--- src/rtl/dmem_arb_pkg.sv ---
// Shared types and default sizing for the data-memory arbiter.
package dmem_arb_pkg;

    typedef enum logic {
        OWN_CPU = 1'b0,
        OWN_DMA = 1'b1
    } owner_t;

    localparam int DEF_ADDR_W    = 32;
    localparam int DEF_DATA_W    = 32;
    localparam int DEF_MAX_WAIT  = 4;
    localparam int DEF_BURST_MAX = 8;

endpackage

--- src/rtl/arb_counter.sv ---
// Up-counter with synchronous clear (priority) and count enable.
module arb_counter
    import dmem_arb_pkg::*;
#(
    parameter int W = 4
) (
    input  logic         clk,
    input  logic         clr,
    input  logic         en,
    output logic [W-1:0] cnt
);

    always_ff @(posedge clk) begin
        if (clr) begin
            cnt <= '0;
        end else if (en) begin
            cnt <= cnt + W'(1);
        end
    end

endmodule

--- src/rtl/dmem_arbiter.sv ---
// Shares dmem between the CPU data port (default owner) and a DMA/debug master,
// with bounded DMA starvation and a capped DMA burst length.
module dmem_arbiter
    import dmem_arb_pkg::*;
#(
    parameter int ADDR_W    = DEF_ADDR_W,
    parameter int DATA_W    = DEF_DATA_W,
    parameter int MAX_WAIT  = DEF_MAX_WAIT,
    parameter int BURST_MAX = DEF_BURST_MAX
) (
    input  logic              clk,
    input  logic              reset,
    input  logic              cpu_req,
    input  logic              cpu_memwrite,
    input  logic [ADDR_W-1:0] cpu_dataadr,
    input  logic [DATA_W-1:0] cpu_writedata,
    output logic [DATA_W-1:0] cpu_readdata,
    output logic              cpu_stall,
    input  logic              dma_req,
    input  logic              dma_we,
    input  logic [ADDR_W-1:0] dma_addr,
    input  logic [DATA_W-1:0] dma_wdata,
    output logic              dma_gnt,
    output logic [DATA_W-1:0] dma_rdata,
    output logic              dma_rvalid,
    output logic              mem_we,
    output logic [ADDR_W-1:0] mem_addr,
    output logic [DATA_W-1:0] mem_wdata,
    input  logic [DATA_W-1:0] mem_rdata
);

    localparam int WAIT_W = $clog2(MAX_WAIT) + 1;
    localparam int BEAT_W = $clog2(BURST_MAX) + 1;
    localparam logic [WAIT_W-1:0] WAIT_LAST = WAIT_W'(MAX_WAIT - 1);
    localparam logic [BEAT_W-1:0] BEAT_LAST = BEAT_W'(BURST_MAX - 1);

    owner_t            owner;
    owner_t            owner_nxt;
    logic [WAIT_W-1:0] wait_cnt;
    logic [BEAT_W-1:0] beat_cnt;
    logic              wait_clr;
    logic              wait_en;
    logic              beat_clr;
    logic              beat_en;
    logic              contended;
    logic              dma_take;
    logic              burst_done;
    logic              rd_acc;
    logic [DATA_W-1:0] rdata_p1;
    logic              vld_p1;

    assign contended  = cpu_req & dma_req;
    assign dma_take   = dma_req & (~cpu_req | (wait_cnt == WAIT_LAST));
    assign burst_done = dma_req & (beat_cnt == BEAT_LAST);
    assign rd_acc     = (owner == OWN_DMA) & dma_req & ~dma_we;

    arb_counter #(.W(WAIT_W)) u_wait_cnt (
        .clk (clk),
        .clr (wait_clr),
        .en  (wait_en),
        .cnt (wait_cnt)
    );

    arb_counter #(.W(BEAT_W)) u_beat_cnt (
        .clk (clk),
        .clr (beat_clr),
        .en  (beat_en),
        .cnt (beat_cnt)
    );

    always_ff @(posedge clk) begin
        if (reset) begin
            owner <= OWN_CPU;
        end else begin
            owner <= owner_nxt;
        end
    end

    // wait_en is only raised while below WAIT_LAST, so wait_cnt saturates there.
    always_comb begin
        owner_nxt = owner;
        wait_clr  = reset;
        wait_en   = 1'b0;
        beat_clr  = reset;
        beat_en   = 1'b0;
        unique case (owner)
            OWN_CPU: begin
                if (dma_take) begin
                    owner_nxt = OWN_DMA;
                    wait_clr  = 1'b1;
                    beat_clr  = 1'b1;
                end else begin
                    wait_en = contended;
                end
            end
            OWN_DMA: begin
                beat_en = dma_req;
                if (!dma_req || burst_done) begin
                    owner_nxt = OWN_CPU;
                end
            end
        endcase
    end

    always_comb begin
        mem_addr     = cpu_dataadr;
        mem_wdata    = cpu_writedata;
        mem_we       = cpu_req & cpu_memwrite;
        cpu_readdata = mem_rdata;
        cpu_stall    = 1'b0;
        dma_gnt      = 1'b0;
        if (owner == OWN_DMA) begin
            mem_addr     = dma_addr;
            mem_wdata    = dma_wdata;
            mem_we       = dma_req & dma_we;
            cpu_readdata = '0;
            cpu_stall    = cpu_req;
            dma_gnt      = 1'b1;
        end
        if (reset) begin
            mem_we = 1'b0;
        end
    end

    // p0 -> p1: DMA read data captured on the accepting edge.
    always_ff @(posedge clk) begin
        if (reset) begin
            vld_p1   <= 1'b0;
            rdata_p1 <= '0;
        end else begin
            vld_p1 <= rd_acc;
            if (rd_acc) begin
                rdata_p1 <= mem_rdata;
            end
        end
    end

    assign dma_rvalid = vld_p1;
    assign dma_rdata  = rdata_p1;

endmodule

--- config.mk ---
export PLATFORM = sky130hd
export DESIGN_NAME = dmem_arbiter
export DESIGN_NICKNAME = d
export VERILOG_FILES = /design/src/rtl/dmem_arb_pkg.sv /design/src/rtl/arb_counter.sv /design/src/rtl/dmem_arbiter.sv
export SDC_FILE = /design/constraint.sdc
export NUM_CORES = 1
export LEC_CHECK = 0
export CAP_MARGIN = 20
export CORE_AREA = 2 2 115 117
export CTS_CLUSTER_DIAMETER = 40
export DETAILED_ROUTE_END_ITERATION = 10
export DIE_AREA = 0 0 117 119
export MAX_ROUTING_LAYER = met4
export PLACE_DENSITY = 0.68
export SETUP_SLACK_MARGIN = 0.4
export SYNTH_ARGS = -nofsm -noshare
export SYNTH_HDL_FRONTEND = slang
export SYNTH_SLANG_ARGS = --single-unit
--- constraint.sdc ---
create_clock -name clk -period 1.8 [get_ports clk]
set_clock_uncertainty 0.1 [all_clocks]
set_input_delay 0.36 -clock clk [delete_from_list [all_inputs] [get_ports clk]]
set_output_delay 0.36 -clock clk [all_outputs]
set_load 0.02 [all_outputs]
# ---- Word-level counts from Yosys, hierarchy flattened
# Index checks and enable logic that the tools add are counted.
dict set report word_totals {
  regBits 41
  latchBits 0
  ram_bits 0
  mem_bits_ro 0
  in_bits 166
  out_inout_bits 132
  elab_cells 37
  mem_count 0
}
dict set report classes {
  addsub 2
  mul 0
  n_div 0
  order_cmp 0
  n_eq_ne 2
  n_shift 0
  muxes 15
  bitwise 11
  reduce_logical 2
}
# op n
set op_table {}
lappend op_table {{32-bit 2-to-1 mux} 3}
lappend op_table {{1-bit 2-to-1 mux} 11}
lappend op_table {{1-bit AND} 7}
lappend op_table {{4-bit by 1-bit adder with 4-bit output, second input constant} 1}
lappend op_table {{4-bit by 3-bit equality test with 1-bit output, second input constant} 1}
lappend op_table {{3-bit by 1-bit adder with 3-bit output, second input constant} 1}
lappend op_table {{3-bit by 2-bit equality test with 1-bit output, second input constant} 1}
lappend op_table {{1-bit inverter} 3}
lappend op_table {{1-bit case mux with 2 select lines} 1}
lappend op_table {{1-bit zero test} 1}
lappend op_table {{1-bit logical OR} 1}
lappend op_table {{1-bit OR} 1}

# ---- Logic depth before layout (Yosys ltp)
dict set report logic_depth {
  word_depth 5
  depth_mapped 6
  depth_no_buf 5
}

# ---- Hierarchy
# Synthesis repeated with hierarchy kept, for this count alone.
dict set report hier_totals {
  hier_cells 293
  area_unflattened_um2 2652.5
}
# mod n_inst cells_per_inst area_each_um2 seq_area_each_um2
set by_module_without_submodules {}
lappend by_module_without_submodules {dmem_arbiter 1 266 2352.3 680.7}
lappend by_module_without_submodules {{arb_counter at u_beat_cnt} 1 16 178.9 80.1}
lappend by_module_without_submodules {{arb_counter at u_wait_cnt} 1 11 121.4 60.1}

# ---- Worst setup path before layout
# OpenSTA, ideal clock, no wires.
dict set report synth_timing {
  path_kind {register -> output}
  start {reg owner}
  end {out mem_we}
  t_arrival_ns 1.348
  required_time_ns 1.340
  setup_slack_ns -0.008
  path_stages_with_launch 6
  n_path_buf 3
  path_cell_list {dfxtp_1 -> buf_6 -> buf_6 -> clkbuf_2 -> nand3_1 -> a21oi_1}
}
dict set report synth_via {
  elab_chain_len 2
}
# element line_no
set synth_lines {}
lappend synth_lines {{start: declaration} dmem_arbiter.sv:37} ;# owner_t owner;
lappend synth_lines {{start signal: assignment} dmem_arbiter.sv:75} ;# owner <= owner_nxt;
lappend synth_lines {{1-bit 2-to-1 mux} dmem_arbiter.sv:112} ;# if (owner == OWN_DMA) begin
lappend synth_lines {{1-bit 2-to-1 mux} dmem_arbiter.sv:120} ;# if (reset) begin
lappend synth_lines {{end: declaration} dmem_arbiter.sv:26} ;# output logic mem_we,
# No other way between the ends.

# ---- Worst setup path in the final report
dict set report layout_timing {
  start {reg owner}
  end {out mem_wdata[28]}
}
dict set report layout_via {
  elab_chain_len 1
}
# element line_no
set layout_lines {}
lappend layout_lines {{32-bit 2-to-1 mux} dmem_arbiter.sv:112}
lappend layout_lines {{end: declaration} dmem_arbiter.sv:28} ;# output logic [DATA_W-1:0] mem_wdata,
# No other way between the ends.

==> summary.md <==
| Metric | Value |
|---|---|
| Antenna cells | 0 |
| Drt total wl | 13,900 um |
| CTS tree | built |
| Row count | 42 |
| Vias in the first global route | 3,633 |
| Die Ht | 119 um |
| Clk pwr share | 24.9% |
| R2R depth | 8 |
| Synth Warn # | 0 |
| TritonCTS Buffers | 5 |
| Failing checks | negative setup slack |
| Flop2flop setup slack | 0 ns |
| Status | complete, but fails checks |
| Count of cell types in the netlist | 31 |
| CP arrival | 1.50 ns |
| HPWL after DPL | 9880 um |
| Final setup violating endpoints | 78 |
| Number of remaining DRC errors | 0 |
| F_max | 511 MHz |
| Worst Hold End | dma_rdata[20] |
| Post-Synth XOR/XNOR Area | 1.01% |
| Post-Syn Area | 2600 um^2 |
| Hold Path Class | reg -> reg |
| Minimum clock period after layout | 1.96 ns |
| CP max FO | 5 |
| DR vias/cell | 4.26 |
| Area Overhead vs Synth | 170% |
| Required time worst endpoint | 1.34 ns |
| Hold Crit Start | dma_rdata[20] |
| Logic pwr share | 47.5% |
| Synth Area in Compound Gates | 8.14% |
| Via count | 3,533 |
| Total core area | 12,900 um^2 |
| Switching part of the total | 28.4% |
| Post-layout instance area | 7030 um^2 |
| Routed length per placed instance | 16.8 um |
| Critical R2R Launch | owner |
| Post-Synth Simple-Gate Area | 22.6% |
| Crit start category | flop |
| Critical Path Source | owner |
| # nets final | 821 |
| Initial Util | 20.2% |
| Worst-path clk slew | 0.06 ns |
| Fin crit share | 109% |
| Sequential share of power | 27.6% |
| Area of the die | 13,900 um^2 |
| RSZ-0062 raised after global routing | true |
| Total of max-cap violations | 0 |
| Max-slew headroom | 78.2% |
| Pint | 2.43 mW |
| Final core occ | 54.6% |
| Element type at the critical path end | primary output |
| Syn Area/Cell | 8.75 um^2 |
| PD cells | 483 nW/um^2 |
| Sw Pwr | 0.965 mW |
| CTS H-tree depth | 2 |
| Port bufs | 297 |
| RR Endpoint | u_beat_cnt.cnt[3] |
| Final hold vios | 0 |
| Worst setup path category | reg -> out |
| Yosys reg bits | 41 |
| First-pass GRT wire length | 19,600 um |
| Post-Synth Adder-Cell Area | 1.44% |
| Main combinational cell family by area after synthesis | multiplexers |
| GRT Total Usage | 18.8% |
| Die width | 117 um |
| Routed Antenna Nets | 0 |
| Share of post-route cells with drive strength above 1 | 48.7% |
| Maximum VDD drop | 306 uV |
| GR Overflow Total | 0 |
| Post-synthesis mux area share | 27.7% |
| Largest net degree at the start of global routing | 20 |
| CTS root buffer | clkbuf_16 |
| Synth Net Count | 466 |
| GPL Wtd Cong | 0.969 |
| Register area share after synthesis | 31.6% |
| Ports | 298 |
| Placed insts | 792 |
| CTS Sinks | 41 |
| Initial DRC Count | 89 |
| Gate Count Post-Synth | 297 |
| Slew Viols, Final | 0 |
| Worst setup margin | -0.158 ns |
| TritonRoute pass-1 iters | 4 |
| Initial antenna violation count | 0 |
| Dpl cell area | 6280 um^2 |
| Post-Layout Cell Count | 829 |
| Worst Hold Depth | 2 |
| Clk_lat worst skew | 0.28 ns |
| Clock Path Buffers | 2 |
| Tightest Pin Transition | 0.327 ns |
| Leak | 3.09 nW |
-- worst max path at each step --
stage               endpoint  depth (start not counted)
2_1_floorplan         mem_we                          5
3_3_place_gp          mem_we                          4
3_5_place_dp          mem_we                          4
4_1_cts          mem_addr[6]                          5
5_1_grt        mem_wdata[28]                          5
6_report       mem_wdata[28]                          5
-- cell type report --
cell class                      instances  area [um^2]
Clock inverter                          2         10.0
Clock buffer                            6          129
Tap cell                              176          220
Inverter                                2         7.51
Fill cell                            1179         5850
Multi-Input combinational cell        230         2010
Sequential cell                        41          826
Timing Repair Buffer                  372         3820
-- power groups by stage --
stage / Clock [mW] / Sequential, mW / Combinational, mW
2_1_floorplan: 0 / 0.967 / 0.606
3_3_place_gp: 0 / 0.959 / 1.42
3_5_place_dp: 0 / 0.960 / 1.43
4_1_cts: 0.865 / 0.936 / 1.57
5_1_grt: 0.919 / 0.939 / 1.69
6_report: 0.844 / 0.938 / 1.61
-- synth_stat cells (all sizes together) --
library cell / instances / area (um^2)
nand2: 69 / 262
o21ai: 1 / 5.00
buf: 20 / 171
nand3: 4 / 20.0
a31o: 1 / 8.76
ha: 3 / 37.5
dfxtp: 41 / 821
xnor2: 1 / 8.76
nor2b: 26 / 163
inv: 2 / 7.51
nand2b: 2 / 20.0
and2: 1 / 6.26
a21oi: 38 / 190
a21o: 1 / 7.51
and2b: 7 / 52.6
and3b: 1 / 8.76
nor2: 4 / 15.0
xor2: 2 / 17.5
nand4b: 1 / 8.76
mux2: 64 / 721
or3: 2 / 12.5
clkbuf: 4 / 16.3
nand3b: 2 / 18.8
-- layout by cell type (no fill, tap or decap), drive strengths merged, types with 7 or more instances in the layout --
master	instances
buf	163
clkdlybuf4s50	160
nand2	69
mux2	64
dfxtp	41
a21oi	38
clkbuf	28
nor2b	26
clkdlybuf4s15	15
and2b	7
bufbuf	7
-- layer usage --
layer / GRT usage, % / share of wire [%] / vias up
met5: - / 0 / -
met4: 3.01 / 0.77 / 0
met3: 2.70 / 5.4 / 8
met2: 34.0 / 52 / 137
met1: 22.3 / 42 / 1671
li1: - / - / 1717
-- critical path, cell delays in order, from the launching register on --
cell and delay (ns):
dfxtp_4 0.38, buf_12 0.15, buf_12 0.13, buf_16 0.13
mux2_4 0.30, buf_6 0.13
-- flip-flops by register name, summed over array words and instances (netlist names) --
name and cells:
dma_rvalid 1, owner 1, u_wait_cnt.cnt 3, dma_rdata 32, u_beat_cnt.cnt 4
-- what timing repair did --
action                                  in CTS  in global routing
endpoints found under the setup margin     170                161
resized for setup                          643                 58
hold buffers                                 0                  0
cloned                                      11                  0
pin swaps                                    6                  2
setup buffers                               14                  4
-- stage by stage --
stage | hold slack (ns) | worst slack [ns] | setup TNS, ns | power (mW)
finish | 0.352 | -0.158 | -6.83 | 3.39
global placement | 0.341 | -0.398 | -23.49 | 2.38
detailed placement | 0.346 | -0.401 | -24.49 | 2.39
floorplan | 0.332 | 0.206 | 0 | 1.57
global route | 0.377 | -0.192 | -10.14 | 3.54
CTS | 0.354 | -0.158 | -7.10 | 3.37
-- cells by family after synthesis --
| logic type | count (synthesis) |
|---|---|
| AOI/OAI and AO/OA | 41 |
| adders and majority gates | 3 |
| and+or+nand+nor | 119 |
| buffers and inverters | 26 |
| xor gates and xnor gates | 3 |
| muxes | 64 |
| DFF | 41 |
(Power assumes the default switching activity.)
